<file path="src/rtl/rs_syndrome_engine_pkg.sv">
// rs_pkg: shared GF(2^8) constants, FSM state type and the xtime helper for the syndrome engine
package rs_pkg;
    localparam int GF_W = 8;
    localparam logic [GF_W-1:0] ALPHA = 8'h02;
    localparam logic [GF_W-1:0] DEFAULT_POLY = 8'h1D;
    typedef enum logic [1:0] {IDLE, RECV, ACC, EMIT} state_t;
    function automatic logic [GF_W-1:0] xtime(input logic [GF_W-1:0] a, input logic [GF_W-1:0] poly);
        return {a[GF_W-2:0], 1'b0} ^ (a[GF_W-1] ? poly : '0);
    endfunction
endpackage

</file>
<file path="src/rtl/rs_syndrome_engine_if.sv">
// rs_syndrome_engine_if: byte input stream and syndrome output stream; the engine uses the slave view
interface rs_syndrome_engine_if;
    logic       in_valid;
    logic       in_ready;
    logic [7:0] in_data;
    logic       syn_valid;
    logic       syn_ready;
    logic [7:0] syn_data;
    logic [5:0] syn_index;
    logic       syn_last;
    logic       syn_nonzero;
    modport master (output in_valid, in_data, syn_ready,
                    input  in_ready, syn_valid, syn_data, syn_index, syn_last, syn_nonzero);
    modport slave  (input  in_valid, in_data, syn_ready,
                    output in_ready, syn_valid, syn_data, syn_index, syn_last, syn_nonzero);
endinterface

</file>
<file path="src/rtl/rs_syndrome_engine_gf_mul8.sv">
// gf_mul8: combinational GF(2^8) multiply, shift-and-add over 8 partial products with a runtime polynomial
module gf_mul8
    import rs_pkg::*;
(
    input  logic [GF_W-1:0] i_a,
    input  logic [GF_W-1:0] i_b,
    input  logic [GF_W-1:0] i_poly,
    output logic [GF_W-1:0] o_p
);
    logic [GF_W-1:0] w_sh;
    // accumulate a*x^i for every set bit of b, reducing a*x^i as it is shifted
    always_comb begin
        o_p  = '0;
        w_sh = i_a;
        for (int i = 0; i < GF_W; i++) begin
            o_p  = o_p ^ (i_b[i] ? w_sh : '0);
            w_sh = xtime(w_sh, i_poly);
        end
    end
endmodule

</file>
<file path="src/rtl/rs_syndrome_engine.sv">
// rs_syndrome_engine: Horner-rule syndrome calculator sharing one GF multiplier across all syndromes
module rs_syndrome_engine
    import rs_pkg::*;
#(
    parameter int MAX_PARITY = 32
) (
    input  logic       clk,
    input  logic       rst_n,
    input  logic       start,
    input  logic       abort,
    input  logic [7:0] cfg_prim_poly,
    input  logic [7:0] cfg_first_root,
    input  logic [5:0] cfg_nsyn,
    input  logic [7:0] cfg_block_len,
    rs_syndrome_engine_if.slave bus,
    output logic       busy,
    output logic       done,
    output logic       cfg_err
);
    localparam int IW = $clog2(MAX_PARITY);
    localparam logic [6:0] MAXP = 7'(MAX_PARITY);

    state_t          r_state, w_next;
    logic [GF_W-1:0] r_poly, r_fcr, r_root, r_byte, r_len, r_cnt;
    logic [5:0]      r_nsyn, r_j, r_k;
    logic [GF_W-1:0] r_syn [MAX_PARITY];
    logic            r_nz, r_done, r_cfg_err;
    logic [GF_W-1:0] w_prod, w_new;
    logic            w_cfg_ok, w_last_j, w_last_byte, w_syn_last, w_nz, w_emit;

    assign w_cfg_ok    = cfg_nsyn != '0 && {1'b0, cfg_nsyn} <= MAXP && cfg_block_len != '0;
    assign w_last_j    = r_j == r_nsyn - 6'd1;
    assign w_last_byte = 8'(r_cnt + 8'd1) == r_len;
    assign w_syn_last  = r_k == r_nsyn - 6'd1;
    assign w_emit      = r_state == EMIT;
    assign w_new       = w_prod ^ r_byte;

    gf_mul8 u_mul (.i_a(r_syn[r_j[IW-1:0]]), .i_b(r_root), .i_poly(r_poly), .o_p(w_prod));

    // error-present flag as it will stand once the current ACC write lands
    always_comb begin
        w_nz = w_new != '0;
        for (int i = 0; i < MAX_PARITY; i++)
            w_nz = w_nz | (i != int'(r_j) && r_syn[i] != '0);
    end

    // state register
    always_ff @(posedge clk or negedge rst_n) begin
        if (!rst_n) r_state <= IDLE;
        else        r_state <= w_next;
    end

    // next-state and handshake strobes; abort overrides everything
    always_comb begin
        w_next        = r_state;
        bus.in_ready  = 1'b0;
        bus.syn_valid = 1'b0;
        case (r_state)
            IDLE: w_next = (start && w_cfg_ok) ? RECV : IDLE;
            RECV: begin
                bus.in_ready = 1'b1;
                w_next       = bus.in_valid ? ACC : RECV;
            end
            ACC:  w_next = !w_last_j ? ACC : (w_last_byte ? EMIT : RECV);
            EMIT: begin
                bus.syn_valid = 1'b1;
                w_next        = (bus.syn_ready && w_syn_last) ? IDLE : EMIT;
            end
            default: w_next = IDLE;
        endcase
        if (abort) w_next = IDLE;
    end

    // configuration latch, syndrome file, counters and status pulses
    always_ff @(posedge clk or negedge rst_n) begin
        if (!rst_n) begin
            r_poly    <= DEFAULT_POLY;
            r_fcr     <= ALPHA;
            r_root    <= '0;
            r_byte    <= '0;
            r_len     <= '0;
            r_cnt     <= '0;
            r_nsyn    <= '0;
            r_j       <= '0;
            r_k       <= '0;
            r_nz      <= 1'b0;
            r_done    <= 1'b0;
            r_cfg_err <= 1'b0;
            for (int i = 0; i < MAX_PARITY; i++) r_syn[i] <= '0;
        end else begin
            r_done    <= 1'b0;
            r_cfg_err <= 1'b0;
            if (!abort) begin
                case (r_state)
                    IDLE: if (start) begin
                        if (w_cfg_ok) begin
                            r_poly <= cfg_prim_poly;
                            r_fcr  <= cfg_first_root;
                            r_nsyn <= cfg_nsyn;
                            r_len  <= cfg_block_len;
                            r_cnt  <= '0;
                            r_nz   <= 1'b0;
                            for (int i = 0; i < MAX_PARITY; i++) r_syn[i] <= '0;
                        end else begin
                            r_cfg_err <= 1'b1;
                        end
                    end
                    RECV: if (bus.in_valid) begin
                        r_byte <= bus.in_data;
                        r_j    <= '0;
                        r_root <= r_fcr;
                    end
                    ACC: begin
                        r_syn[r_j[IW-1:0]] <= w_new;
                        r_root             <= xtime(r_root, r_poly);
                        r_j                <= r_j + 6'd1;
                        if (w_last_j) begin
                            r_cnt <= r_cnt + 8'd1;
                            if (w_last_byte) begin
                                r_nz <= w_nz;
                                r_k  <= '0;
                            end
                        end
                    end
                    EMIT: if (bus.syn_ready) begin
                        r_k    <= r_k + 6'd1;
                        r_done <= w_syn_last;
                    end
                    default: ;
                endcase
            end
        end
    end

    assign busy            = r_state != IDLE;
    assign done            = r_done;
    assign cfg_err         = r_cfg_err;
    assign bus.syn_data    = w_emit ? r_syn[r_k[IW-1:0]] : '0;
    assign bus.syn_index   = w_emit ? r_k : '0;
    assign bus.syn_last    = w_emit && w_syn_last;
    assign bus.syn_nonzero = w_emit && r_nz;
endmodule

</file>
<file path="src/flat_wrapper.sv">
// flat-port wrapper written by rule: the top's interface ports become plain ports
module rs_syndrome_engine_flat import rs_pkg::*;
#(
    parameter int MAX_PARITY = 32
)
  (clk, rst_n, start, abort, cfg_prim_poly, cfg_first_root, cfg_nsyn, cfg_block_len, busy, done, cfg_err, bus_in_valid, bus_in_data, bus_syn_ready, bus_in_ready, bus_syn_valid, bus_syn_data, bus_syn_index, bus_syn_last, bus_syn_nonzero);
  rs_syndrome_engine_if bus_i ();
  input  logic clk;
  input  logic rst_n;
  input  logic start;
  input  logic abort;
  input  logic [7:0] cfg_prim_poly;
  input  logic [7:0] cfg_first_root;
  input  logic [5:0] cfg_nsyn;
  input  logic [7:0] cfg_block_len;
  output logic busy;
  output logic done;
  output logic cfg_err;
  input wire logic [$bits(bus_i.in_valid)-1:0] bus_in_valid;
  input wire logic [$bits(bus_i.in_data)-1:0] bus_in_data;
  input wire logic [$bits(bus_i.syn_ready)-1:0] bus_syn_ready;
  output wire logic [$bits(bus_i.in_ready)-1:0] bus_in_ready;
  output wire logic [$bits(bus_i.syn_valid)-1:0] bus_syn_valid;
  output wire logic [$bits(bus_i.syn_data)-1:0] bus_syn_data;
  output wire logic [$bits(bus_i.syn_index)-1:0] bus_syn_index;
  output wire logic [$bits(bus_i.syn_last)-1:0] bus_syn_last;
  output wire logic [$bits(bus_i.syn_nonzero)-1:0] bus_syn_nonzero;
  assign bus_i.in_valid = bus_in_valid;
  assign bus_i.in_data = bus_in_data;
  assign bus_i.syn_ready = bus_syn_ready;
  assign bus_in_ready = bus_i.in_ready;
  assign bus_syn_valid = bus_i.syn_valid;
  assign bus_syn_data = bus_i.syn_data;
  assign bus_syn_index = bus_i.syn_index;
  assign bus_syn_last = bus_i.syn_last;
  assign bus_syn_nonzero = bus_i.syn_nonzero;
  rs_syndrome_engine #(.MAX_PARITY(MAX_PARITY)) u_core (.clk(clk), .rst_n(rst_n), .start(start), .abort(abort), .cfg_prim_poly(cfg_prim_poly), .cfg_first_root(cfg_first_root), .cfg_nsyn(cfg_nsyn), .cfg_block_len(cfg_block_len), .bus(bus_i), .busy(busy), .done(done), .cfg_err(cfg_err));
endmodule
</file>
<file path="config.mk">
export PLATFORM = sky130hd
export DESIGN_NAME = rs_syndrome_engine_flat
export DESIGN_NICKNAME = d
export VERILOG_FILES = /design/src/rtl/rs_syndrome_engine_pkg.sv /design/src/rtl/rs_syndrome_engine_if.sv /design/src/rtl/rs_syndrome_engine_gf_mul8.sv /design/src/rtl/rs_syndrome_engine.sv /design/src/flat_wrapper.sv
export SDC_FILE = /design/constraint.sdc
export NUM_CORES = 1
export LEC_CHECK = 0
export CORE_UTILIZATION = 60
export CTS_CLUSTER_DIAMETER = 80
export CTS_CLUSTER_SIZE = 20
export DETAILED_ROUTE_END_ITERATION = 10
export PLACE_DENSITY_LB_ADDON = 0.3
export SYNTH_ARGS = -nofsm -noshare
export SYNTH_HDL_FRONTEND = slang
export SYNTH_SLANG_ARGS = --single-unit
</file>
<file path="constraint.sdc">
create_clock -name clk -period 6.3 [get_ports clk]
set_clock_uncertainty 0.05 [all_clocks]
set_input_delay 1.26 -clock clk [delete_from_list [all_inputs] [get_ports clk]]
set_output_delay 1.26 -clock clk [all_outputs]
set_load 0.01 [all_outputs]
</file>
==> key figures <==
Status
  – Status: finished, final reports clean

Critical path
  – Data required, critical path: roughly 6.7 ns
  – Worst setup EP type: register
  – Arrival time at the worst endpoint: 6.48 ns
  – Worst Path Max Fanout: 32
  – Crit path top cell by count: buf_4
  – Crit-path max cell delay: 0.63 ns
  – CP Cell Sequence: buf_4 > buf_4 > mux4_2 > mux4_2 > a21oi_1 > nor3_1 > a31o_2 > a211oi_2 > xnor3_1 > xnor2_2 > buf_4 > a2111o_1 > a22oi_1 > o21ai_0 > o2bb2ai_1 > nor2_2 > buf_12 > a22o_1
  – Worst Reg2Reg Path Length in Cells: 18
  – Crit path launch type: register
  – Reg2reg setup slack: 0.22 ns
  – Crit path kind: register to register
  – CP max-delay cell: dfrtp_4

Finish
  – Nets: 2,042
  – Commonest cells after routing, fill and taps aside: dfrtp_1 (318), nand2_1 (268), a22o_1 (154)
  – Area growth syn-to-layout: 10.17%
  – Post-route cell area: approximately 0.023 sq mm
  – Share of layout cells above drive strength 1: 16.39%
  – End-of-flow core utilization: 67.36%
  – Most common cell after layout, fill and taps aside: dfrtp_1
  – Final non-filler cell total: about 2,500

CTS
  – Sink Count: roughly 330
  – Root Driver: clkbuf_16
  – Clock buffer depth: 3
  – CTS buffer count: 23
  – CTS tree: yes
  – H-tree levels: 1
  – Clock transition at path regs: 0.09 ns
  – Skew-Pair Late Insertion Delay: 0.58 ns

Timing
  – TNS Setup: 0 ns
  – Setup Viol. Count Final: 0
  – Final worst slack: 0.2167 ns
  – Tcrit/Tclk final: between 90% and 100%
  – Slew Limit Headroom: between 20 and 30%
  – Pin slew with the least headroom to its limit: about 1.1 ns
  – Min cycle time layout: between 6 and 7 ns
  – Fin. max-slew vios: 0
  – RSZ-0062 raised after global routing: false
  – Hold WS: 0.4702 ns
  – Hold Fails Final Rpt: 0
  – Fmax: 164.4 MHz

Drt
  – WL/cell: approximately 29 microns
  – Antenna Nets Post-Route: 0
  – Initial DRC count: 2,159
  – First-pass iteration count of the detailed router: 6
  – Drc violations: 0
  – Via count: 17,780
  – Final wirelength: 71,650 microns
  – Avg Vias per Cell: 7.239

Global routing
  – Met1 Use GR: 56.50%
  – Met2 Use GR: 61.20%
  – Vias in the first global route: about 17,000
  – Grt met3 use: between 10% and 20%
  – Overflow after GRT: 0
  – GR peak layer: met2
  – First-pass GRT wire length: approximately 110,000 microns
  – Largest net degree at the start of global routing: 128
  – Initial antenna violation count: 3
  – GRT Total Usage: between 40% and 50%

Floorplan
  – Die area: roughly 0.035 sq mm
  – Die X: 187.3 microns
  – Starting Density: 61.15%
  – Die Ht: 187.3 microns
  – I/O Pins: 65
  – # rows: 67
  – Core area: 0.03370 sq mm

Synthesis
  – Post-synthesis cell area: 0.02061 sq mm
  – Mapped Cells: between 1,500 and 2,000
  – FFs w/ async S/R, synth: 100.0%
  – Sequential fraction of the synthesis area: 39.74%
  – Syn. warnings: 0
  – Avg Cell Area, Syn: around 11 sq um
  – Synth Register Bits: 327
  – Post-synth EDFFs: 0
  – Synth cell types: 84
  – Ys flop type: dfrtp_1
  – Syn Nets: 2,004

Placed design
  – Placed cell area: 0.02192 sq mm
  – I/O Buffers: 64
  – GP Congestion: 1.106
  – Pre-CTS WS: 0.3468 ns
  – Final HPWL DP: 52,680 microns
  – Cells after DPL: roughly 2,400

Min path
  – Worst hold stages: 2
  – Worst hold path type: register to register

Power and ir drop
  – VDD IR max: 0.0004360 V
  – Power per cell area: 466.9 mW/mm^2
  – Total power: 10.60 mW
  – Static Leak: 9.303 nW

Flow run
  – Max-cap violations: 0
## power by group
group / internal [mW] / switching (mW) / leakage [nW]
sequential: 2.27 / 0.362 / 4.46
combinational: 2.85 / 3.50 / 4.47
clock: 0.800 / 0.815 / 0.372
total: 5.92 / 4.68 / 9.30
## sequential cells by signal, summed over array words and instances (netlist names), 8 cells and up
signal and cells:
u_core.r_byte 8, u_core.r_cnt 8, u_core.r_fcr 8, u_core.r_len 8, u_core.r_poly 8, u_core.r_root 8, u_core.r_syn 256
## kinds of logic (layout without fill, tap and decap cells)
kind of cell	count (synthesis)	after routing	share of synthesized area (%)
compound gates	482	482	16.25
xor+xnor	128	128	6.436
fa+ha+maj	7	7	0.4250
buf+inv	160	214	3.613
flops	327	327	39.74
mux	225	225	19.11
other cells	0	1	0
simple gates	624	624	14.42
## final cells by class
cell class,count,area [sq um]
Multi-Input combinational cell,1466,11700
Timing Repair Buffer,145,1366
Antenna cell,1,2.502
Fill cell,2610,11000
Clock buffer,32,619.3
Clock inverter,9,151.4
Inverter,28,105.1
Sequential cell,327,8202
Tap cell,448,560.5
## repair_timing
action	CTS	global route
hold endpoints to repair	0	0
buffers inserted	0	0
setup endpoints to repair	0	20
hold buffers	0	0
gates resized for setup	0	2
## cell usage after synthesis (10+ instances only)
master,count,share of area [%]
inv_1,23,0.42
a22oi_1,14,0.51
buf_1,18,0.33
mux2_2,38,2.1
clkbuf_1,70,1.3
mux4_2,131,14
dfrtp_1,322,39
xor2_1,38,1.6
o21ai_0,131,3.2
nor2_1,98,1.8
nand4_1,11,0.33
nor2b_1,12,0.36
xnor3_1,10,1.1
nand2_1,268,4.9
buf_2,24,0.58
o21ai_2,10,0.43
buf_6,11,0.60
a21oi_1,37,0.90
o21ai_1,53,1.3
and3_1,16,0.49
nand3_1,51,1.2
mux2i_1,56,2.7
nand2b_1,16,0.49
a22o_1,154,6.5
nor4_1,76,2.3
nor3_1,23,0.56
xnor2_1,75,3.2
## routing by layer
metal / up-vias / part of all wire (%) / routed length (microns)
met1: 8735 / 38 / 27060
met2: 1356 / 44 / 31310
met5: - / 0.018 / 13
met4: 2 / 5.1 / 3653
met3: 236 / 13 / 9618
li1: 7451 / - / -
## worst max-delay path: cells and delay by family (launching register included)
| family | cells | cell delay (ns) |
|---|---|---|
| compound gates | 8 | 2.36 |
| simple gates | 2 | 0.19 |
| mux | 2 | 0.93 |
| buf+inv | 4 | 1.00 |
| xor+xnor | 2 | 0.75 |
| flops | 1 | 0.63 |
## worst paths after layout
kind | start | to
setup / recovery | u_core.r_j[1]$_DFFE_PN0P_ | u_core.r_syn[167]$_DFFE_PN0P_
hold / removal | u_core.r_cnt[7]$_DFFE_PN0P_ | u_core.r_cnt[7]$_DFFE_PN0P_
setup reg to reg | u_core.r_j[1]$_DFFE_PN0P_ | u_core.r_syn[167]$_DFFE_PN0P_
hold reg to reg | u_core.r_cnt[7]$_DFFE_PN0P_ | u_core.r_cnt[7]$_DFFE_PN0P_
max in group asynchronous | rst_n | u_core.r_byte[6]$_DFFE_PN0P_
min in group asynchronous | rst_n | u_core.r_nsyn[0]$_DFFE_PN0P_
Note: power is estimated with default switching activity, not from simulation.
